`config.mk`:
```
export PLATFORM = sky130hd
export DESIGN_NAME = tbus_enable_ctrl
export DESIGN_NICKNAME = d
export VERILOG_FILES = /design/src/rtl/tbus_enable_ctrl.sv
export SDC_FILE = /design/constraint.sdc
export NUM_CORES = 1
export LEC_CHECK = 0
export ABC_AREA = 1
export CORE_UTILIZATION = 48
export CTS_BUF_LIST = sky130_fd_sc_hd__clkbuf_4 sky130_fd_sc_hd__clkbuf_8
export DETAILED_ROUTE_END_ITERATION = 6
export GPL_ROUTABILITY_DRIVEN = 0
export PLACE_DENSITY = 0.86
export SLEW_MARGIN = 20
export SYNTH_ARGS = -nofsm -noshare
export SYNTH_HDL_FRONTEND = slang
export SYNTH_SLANG_ARGS = --single-unit
```
`constraint.sdc`:
```
create_clock -name CLK -period 1.6 [get_ports CLK]
set_clock_uncertainty 0.05 [all_clocks]
set_input_delay 0.32 -clock CLK [delete_from_list [all_inputs] [get_ports CLK]]
set_output_delay 0.32 -clock CLK [all_outputs]
set_load 0.005 [all_outputs]
```
`src/rtl/tbus_enable_ctrl.sv`:
```
// tbus_enable_ctrl: registered enable sequencer for a shared tristate bus.
// Grants one requester at a time (round-robin), drives the matching ENB pin,
// and forces TA_CYC all-off cycles between different owners.
// Optional feature: define TBUS_PARK_EN to park the last owner's ENB high
// while the bus is idle so that Z never floats.
module tbus_enable_ctrl #(
  parameter int N        = 4,
  parameter int TA_CYC   = 1,
  parameter int MAX_HOLD = 16
) (
  input  logic                 CLK,
  input  logic                 RST,
  input  logic [N-1:0]         REQ,
  input  logic [N-1:0]         LAST,
  output logic [N-1:0]         GNT,
  output logic [N-1:0]         ENB,
  output logic [$clog2(N)-1:0] OWNER,
  output logic                 BUSY
);

  localparam int OW = $clog2(N);
  localparam int HW = $clog2(MAX_HOLD + 1);

  typedef enum logic [1:0] {
    S_IDLE  = 2'd0,
    S_DRIVE = 2'd1,
    S_TURN  = 2'd2
  } state_t;

  state_t          r_state;
  logic [N-1:0]    r_gnt;
  logic [N-1:0]    r_enb;
  logic [OW-1:0]   r_owner;
  logic [OW-1:0]   r_ptr;
  logic [HW-1:0]   r_hold;
  logic [2:0]      r_turn;
  logic            r_park;

  state_t          w_state_next;
  logic [N-1:0]    w_gnt_next;
  logic [N-1:0]    w_enb_next;
  logic [OW-1:0]   w_owner_next;
  logic [OW-1:0]   w_ptr_next;
  logic [HW-1:0]   w_hold_next;
  logic [2:0]      w_turn_next;
  logic            w_park_next;

  logic            w_any;
  logic [OW-1:0]   w_win;
  logic [N-1:0]    w_win_oh;
  logic [OW-1:0]   w_ptr_after;
  logic            w_release;
  logic            w_grant;

  // Round-robin search: first request at or after the pointer, wrapping.
  // Scanning offsets from high to low lets the smallest offset win.
  always_comb begin
    w_any = 1'b0;
    w_win = '0;
    for (int k = N - 1; k >= 0; k--) begin
      if (REQ[(int'(r_ptr) + k) % N]) begin
        w_any = 1'b1;
        w_win = OW'((int'(r_ptr) + k) % N);
      end
    end
  end

  // One-hot decode of the arbitration winner.
  genvar gi;
  generate
    for (gi = 0; gi < N; gi++) begin : g_win_dec
      assign w_win_oh[gi] = (w_win == OW'(gi));
    end
  endgenerate

`ifdef TBUS_PARK_EN
  logic [N-1:0] w_own_oh;
  generate
    for (gi = 0; gi < N; gi++) begin : g_own_dec
      assign w_own_oh[gi] = (r_owner == OW'(gi));
    end
  endgenerate
`endif

  assign w_ptr_after = (w_win == OW'(N - 1)) ? '0 : w_win + OW'(1);

  // The owner gives up the bus on LAST, on dropping its request, or on timeout.
  assign w_release = LAST[r_owner] | ~REQ[r_owner] | (r_hold == HW'(MAX_HOLD));

  // Next-state and next-output logic for the IDLE/DRIVE/TURN sequencer.
  always_comb begin
    w_state_next = r_state;
    w_gnt_next   = r_gnt;
    w_enb_next   = r_enb;
    w_owner_next = r_owner;
    w_ptr_next   = r_ptr;
    w_hold_next  = r_hold;
    w_turn_next  = r_turn;
    w_park_next  = r_park;
    w_grant      = 1'b0;

    case (r_state)
      S_IDLE: begin
        if (w_any) begin
`ifdef TBUS_PARK_EN
          if (r_park && (w_win != r_owner)) begin
            // A different requester must wait out a full turnaround
            // after the parked driver lets go.
            w_state_next = S_TURN;
            w_gnt_next   = '0;
            w_enb_next   = '0;
            w_turn_next  = 3'(TA_CYC);
            w_park_next  = 1'b0;
          end else begin
            w_grant = 1'b1;
          end
`else
          w_grant = 1'b1;
`endif
        end
      end

      S_DRIVE: begin
        if (w_release) begin
          w_state_next = S_TURN;
          w_gnt_next   = '0;
          w_enb_next   = '0;
          w_turn_next  = 3'(TA_CYC);
        end else begin
          w_hold_next = r_hold + HW'(1);
        end
      end

      S_TURN: begin
        if (r_turn == 3'd1) begin
          if (w_any) begin
            w_grant = 1'b1;
          end else begin
            w_state_next = S_IDLE;
`ifdef TBUS_PARK_EN
            w_enb_next   = w_own_oh;
            w_park_next  = 1'b1;
`endif
          end
        end else begin
          w_turn_next = r_turn - 3'd1;
        end
      end

      default: begin
        w_state_next = S_IDLE;
        w_gnt_next   = '0;
        w_enb_next   = '0;
      end
    endcase

    if (w_grant) begin
      w_state_next = S_DRIVE;
      w_gnt_next   = w_win_oh;
      w_enb_next   = w_win_oh;
      w_owner_next = w_win;
      w_ptr_next   = w_ptr_after;
      w_hold_next  = HW'(1);
      w_park_next  = 1'b0;
    end
  end

  // State and output registers; reset drops every enable immediately.
  always_ff @(posedge CLK) begin
    if (RST) begin
      r_state <= S_IDLE;
      r_gnt   <= '0;
      r_enb   <= '0;
      r_owner <= '0;
      r_ptr   <= '0;
      r_hold  <= '0;
      r_turn  <= '0;
      r_park  <= 1'b0;
    end else begin
      r_state <= w_state_next;
      r_gnt   <= w_gnt_next;
      r_enb   <= w_enb_next;
      r_owner <= w_owner_next;
      r_ptr   <= w_ptr_next;
      r_hold  <= w_hold_next;
      r_turn  <= w_turn_next;
      r_park  <= w_park_next;
    end
  end

  assign GNT   = r_gnt;
  assign ENB   = r_enb;
  assign OWNER = r_owner;
  assign BUSY  = (r_state != S_IDLE);

endmodule

```
==> flow_summary.ini, run 1 <==
[outcome]
outcome = complete, but fails checks
violations = setup timing

[power_and_ir_drop]
switching_share_pct = 45.4
powerDensity_mw_per_mm2 = 1730
p_clk_share_pct = 8.1
p_total_mw = 2.89
power.internal_mw = 1.58
power_frac_seq_pct = 24.8
pwr-share-comb_pct = 67.1
p_leak_nw = 0.722
p_switching_mw = 1.31
ir_drop_mv = 1.05

[route]
num_vias = 1265
wl_per_cell_um = 13.4
dr.pass1.iters = 4
route.detailed.drc = 0
drt_iter0_drc = 26
drtAntennaViolNets = 0
wl_um = 3110
vias_per_cell = 5.45

[clocking]
cts_tree = yes
cts_made_buffers = 3
cts_root_buffer = clkbuf_4
cts.reportedPaths.clkPinSlew_ns = 0.10
clkSinkCount = 18
h-tree-depth = 1
clock_latency_ns = 0.30
clock_path_buffers = 2
cts-hold-fix-buffers = 0

[grt]
grt_pass1_wl_um = 4670
use_met2_pct = 46.3
grt_pass1_vias = 1190
antenna_found_initial = 0
gr-usage-all-layers_pct = 24.0
grtUsageMet1_pct = 24.1
grt_overflow = 0
grtUsageMet3_pct = 6.25
top_usage_layer = met2
grt_max_degree = 10

[sta]
fin_crit_ns = 1.69
period_share_pct = 106
fmax_mhz = 592
setup_violations = 5
finalMaxSlewViolations = 0
rsz0062_at_grt = true
max_slew_margin_pct = 85.1
setup_slack_ns = -0.0889
finalHoldViolCount = 0
tightest_slew_ns = 0.223
tns_ns = -0.307

[die]
die_area_sq_mm = 0.00262
rows = 17
chipWidth_um = 51.2
start_util_pct = 51.4
io_pins = 21
core_sq_mm = 0.00225
dieHeight_um = 51.2

[critical_path]
path_class = flop to flop
r2r_slack_ns = -0.09
cp_data_arrival_time_ns = 1.87
worstPathRequired_ns = 1.78
path_max_fanout = 6
ff2ff_path_depth = 13
critical_path.endpoint_type = flop
rr_startpoint = r_ptr[0]$_SDFFE_PP0P_
startpoint_type = flop
r2r_end = r_ptr[0]$_SDFFE_PP0P_

[worst_hold_path]
holdPathEnd = r_turn[1]$_SDFFE_PP0P_
min_path_cells = 2
hp-start = r_turn[1]$_SDFFE_PP0P_
worst_hold_path_type = flop to flop

[placement]
port_buffers = 20
dpl.cell_count = 223
place_hpwl_um = 2040
placed_area_sq_mm = 0.00144

[synthesis]
synth_warnings = 0
ys_seq_area_share_pct = 31.1
ys_types = 27
yosysTopAreaCell = dfxtp_1
ys_seq_elements = 18
avgSynthCellArea_sq_um = 6.78
synth.top_cell.area_share_pct = 31.1
ys_top_cells_by_area = dfxtp_1 (31%), nand2_1 (16%), ha_1 (8.6%)
synthCells = 171
syn-cell-area_sq_mm = 0.00116
synth_nets = 189

[final_layout]
num-fill-cells = 168
area_delta_synth_final_pct = 43.8
insertedDiodeCount = 0
drive_gt1_share_pct = 34.3
layoutNonFillerInstCount = 232
final_util_pct = 74.0
final_nets = 224
final_cell_area_sq_mm = 0.00167

[job]
cap_violations = 0
[flip-flops by register name, indices dropped and copies added (netlist names)]
register  flops
r_hold        5
ENB           4
r_turn        3
OWNER         2
r_ptr         2
r_state       2
[critical path: stages, from the launching register on]
cell and delay, ns:
dfxtp_4 0.41, inv_6 0.06, nand2_2 0.06, nand2_2 0.08
inv_2 0.08, nand2_2 0.07, nand3_2 0.09, nand2_1 0.06
nand2_1 0.10, nand2_2 0.10, ha_2 0.20, nand2_2 0.09
nand2_1 0.07, a21oi_1 0.11
[synth_stat cells]
cell type and n:
nand2_2 3, a31oi_2 1, dfxtp_1 18, a211oi_1 1, or2_1 1, nand3b_1 3, nand3_2 2, ha_1 8
nor2_1 12, xor2_1 1, a21oi_2 1, inv_1 20, buf_6 1, nand4_1 3, o21ai_1 3, xnor2_1 1
buf_4 5, nand2_4 1, nand3_1 16, a21oi_1 12, nand2_1 50, or2_2 1, nor2_2 1, inv_2 3
clkbuf_1 1, o21ai_0 1, nor2_4 1
[power by group through the flow]
stage | Clock, mW | Sequential (mW) | Combinational (mW)
5_1_grt | 0.253 | 0.731 | 2.12
4_1_cts | 0.226 | 0.690 | 1.51
3_5_place_dp | 0 | 0.681 | 1.37
2_1_floorplan | 0 | 0.662 | 0.914
6_report | 0.235 | 0.717 | 1.94
3_3_place_gp | 0 | 0.673 | 1.32
[metrics by stage]
step / hold slack [ns] / setup slack (ns)
after floorplan: 0.391 / 0.0248
after global placement: 0.396 / -0.392
after detailed placement: 0.408 / -0.493
after CTS: 0.423 / -0.0449
after global routing: 0.444 / -0.194
final: 0.416 / -0.0889
[routing by layer]
layer	part of all wire, %	wire [um]	up-vias
li1	-	-	616
met1	40	1260	609
met2	54	1690	32
met3	3.8	117	8
met4	1.5	48	0
met5	0	0	-
[area by class of cell]
type,instances,area (sq um),area share [%]
Timing Repair Buffer,36,343,20.6
Clock buffer,3,22.5,1.35
Sequential cell,18,374,22.4
Multi-Input combinational cell,124,802,48.1
Inverter,23,91.3,5.48
Tap cell,28,35.0,2.10
[cell usage in the layout (no fill, tap or decap), types with 3 or more instances in the layout]
master           count
nand3b_1             3
buf_4               13
clkdlybuf4s50_1     15
nand3_2              5
nand2_1             35
nor2_2               3
nor2_1              10
inv_2                6
dlygate4sd2_1        5
nand2_2             16
inv_1               16
a21oi_1             10
nand3_1             12
dfxtp_4              3
clkbuf_4             3
o21ai_1              3
ha_1                 4
nand2_4              3
ha_2                 3
dfxtp_1             13
nand4_1              3
[kinds of logic (layout without fill, tap and decap cells)]
| kind of cell | Yosys count | after routing | synth area share (%) |
|---|---|---|---|
| AOI/OAI and AO/OA | 19 | 19 | 9.38 |
| xor gates and xnor gates | 2 | 2 | 1.51 |
| adders and majority gates | 8 | 8 | 8.63 |
| buffers and inverters | 30 | 62 | 12.0 |
| DFF | 18 | 18 | 31.1 |
| and+or+nand+nor | 94 | 95 | 37.4 |
[how the worst max path moves through the flow]
stage / startpoint / end / slack [ns] / cells after the start
after floorplan: r_ptr[0]$_SDFFE_PP0P_ / r_ptr[1]$_SDFFE_PP0P_ / 0.02 / 13
after global placement: REQ[3] / r_ptr[1]$_SDFFE_PP0P_ / -0.39 / 12
final: r_ptr[0]$_SDFFE_PP0P_ / r_ptr[0]$_SDFFE_PP0P_ / -0.09 / 13
after CTS: r_ptr[0]$_SDFFE_PP0P_ / r_ptr[1]$_SDFFE_PP0P_ / -0.04 / 11
after global routing: r_ptr[1]$_SDFFE_PP0P_ / r_ptr[0]$_SDFFE_PP0P_ / -0.19 / 13
after detailed placement: REQ[3] / r_ptr[1]$_SDFFE_PP0P_ / -0.49 / 12
[repair_timing]
item | CTS | global route
resized for setup | 22 | 31
cloned | 1 | 0
buffers inserted | 1 | 4
pin swaps | 2 | 18
endpoints found under the setup margin | 11 | 12
Power figures use the tool's default switching activity.
==> inputs of run 2 (changes only) <==
--- a/config.mk
+++ b/config.mk
@@ -6,6 +6,7 @@
 export NUM_CORES = 1
 export LEC_CHECK = 0
 export ABC_AREA = 1
+export CAP_MARGIN = 20
 export CORE_UTILIZATION = 48
 export CTS_BUF_LIST = sky130_fd_sc_hd__clkbuf_4 sky130_fd_sc_hd__clkbuf_8
 export DETAILED_ROUTE_END_ITERATION = 6
==> results of run 2 <==
No change in the layout: final DEF, timing and power equal those of run 1.
==> RTL edit (flow settings as in run 1) <==
Take the reset off `r_hold` and load it in a clocked block of its own.
--- a/src/rtl/tbus_enable_ctrl.sv
+++ b/src/rtl/tbus_enable_ctrl.sv
@@ -173,7 +173,6 @@
       r_enb   <= '0;
       r_owner <= '0;
       r_ptr   <= '0;
-      r_hold  <= '0;
       r_turn  <= '0;
       r_park  <= 1'b0;
     end else begin
@@ -182,10 +181,13 @@
       r_enb   <= w_enb_next;
       r_owner <= w_owner_next;
       r_ptr   <= w_ptr_next;
-      r_hold  <= w_hold_next;
       r_turn  <= w_turn_next;
       r_park  <= w_park_next;
     end
+  end
+
+  always_ff @(posedge CLK) begin
+    r_hold <= w_hold_next;
   end
 
   assign GNT   = r_gnt;
Function: no difference found for any inputs over 4 cycles, from zero or initial values and one cycle with RST high; that may be too few to reach the edited logic, so the function may still have changed.
==> RTL edit against run 1 <==
  * The run still ends with negative setup slack left
  * Sequential power up 5.3%
  * Setup slack lost 0.087 ns
  * Total power up 29%
  * Via count grew 12%
  * Sequential share of layout area shrank 4.0 points
  * Sequential cell count unchanged
  * Non-clock buffer count is 18 higher
  * Cell area increased by 24%
  * Routed wire length up 24%
  * Synthesized area increased by 15%
  * Count of clock-buffer cells in the layout stayed put
  * Hold slack gained 0.0060 ns
  * Critical endpoint is now r_ptr[1]$_SDFFE_PP0P_
  * Largest power group unchanged
  * Highest routed layer unchanged
==> RTL edit: results <==
[status]
status = "finished, violations left"
violations = "negative setup slack"

[sta]
whs_ns = 0.4223
finalWorstSetupSlack_ns = -0.1754
timing.setup.tns_ns = -0.9203
finalSetupViolCount = 8
slew_headroom_pct = 85.57

[global_routing]
grt_pass1_wl_um = 5050
grt_pass1_vias = 1284
grt_start_max_net_pins = 16

[synth]
yosys-top-cells-count = "nand2_1, inv_1, dfxtp_1, nor2_1"
synth.top_cells.by_area = "dfxtp_1, nand2_1, inv_1, ha_1, nand2_2"
synth_compound_area_share_pct = 11.14
yosys.area_share.adder_pct = 7.491
synth_xor_area_share_pct = 1.311
avgSynthCellArea_um2 = 6.749
ys_types = 30

[setup_path]
rr_endpoint = "r_ptr[1]$_SDFFE_PP0P_"
crit_arrival_ns = 1.93

[route]
avgViaCountPerCell = 5.068
routed_wl_um = 3860

[cells_and_area]
drive_gt1_share_pct = 48.19
fin_cells = 279

[placed_design]
dp_hpwl_um = 2283
dp_slack_ns = -0.5794
place_area_mm2 = 0.001727

[power_and_ir_drop]
vdd_drop_max_mv = 1.243
-- RTL edit: cell types whose count changed in the layout (fill, tap and decap cells not counted), sizes merged, moves of 2 or more --
cell / change
and2: +2
a21oi: +2
o21ai: +4
buf: +18
inv: +12
nand4: -3
nand2: +10
nor2: +3
nand3: -3
-- RTL edit: routing by layer --
metal	GRT usage [%]	vias up	wire, µm
met5	0	-	0
met4	13.68	0	103
li1	-	716	-
met2	43.98	29	2092
met1	26.28	659	1568
met3	3.611	10	96
-- RTL edit: final cells by class --
class / instances / area, µm²
Fill cell: 143 / 479.2
Inverter: 35 / 146.4
Tap cell: 30 / 37.54
Sequential cell: 18 / 381.6
Timing Repair Buffer: 54 / 475.5
Multi-Input combinational cell: 139 / 1002
Clock buffer: 3 / 22.52
-- RTL edit: timing repair --
| action | in CTS | in global routing |
|---|---|---|
| pin swaps | 17 | 27 |
| cloned | 0 | 1 |
| hold endpoints to repair | 0 | 0 |
| endpoints found under the setup margin | 12 | 20 |
| buffers inserted | 7 | 5 |
| resized for setup | 30 | 59 |
-- RTL edit: cells by family after synthesis --
logic type,count (synthesis)
AND/OR/NAND/NOR,104
buffers and inverters,42
AO/OA/AOI/OAI,24
flip-flops,18
adder cells (fa/ha/maj),8
XOR/XNOR,2
-- RTL edit: power by group through the flow --
stage | clock [mW] | combinational [mW] | sequential, mW
after global placement | 0 | 2.01 | 0.681
after global routing | 0.253 | 3.02 | 0.769
after floorplan | 0 | 1.32 | 0.677
after CTS | 0.226 | 2.19 | 0.720
after detailed placement | 0 | 2.07 | 0.684
final | 0.226 | 2.76 | 0.755
-- RTL edit: worst min-delay path, stage by stage, from the launching register on --
cell     delay (ns)
dfxtp_2        0.34
nand2_1        0.05
a21oi_1        0.05
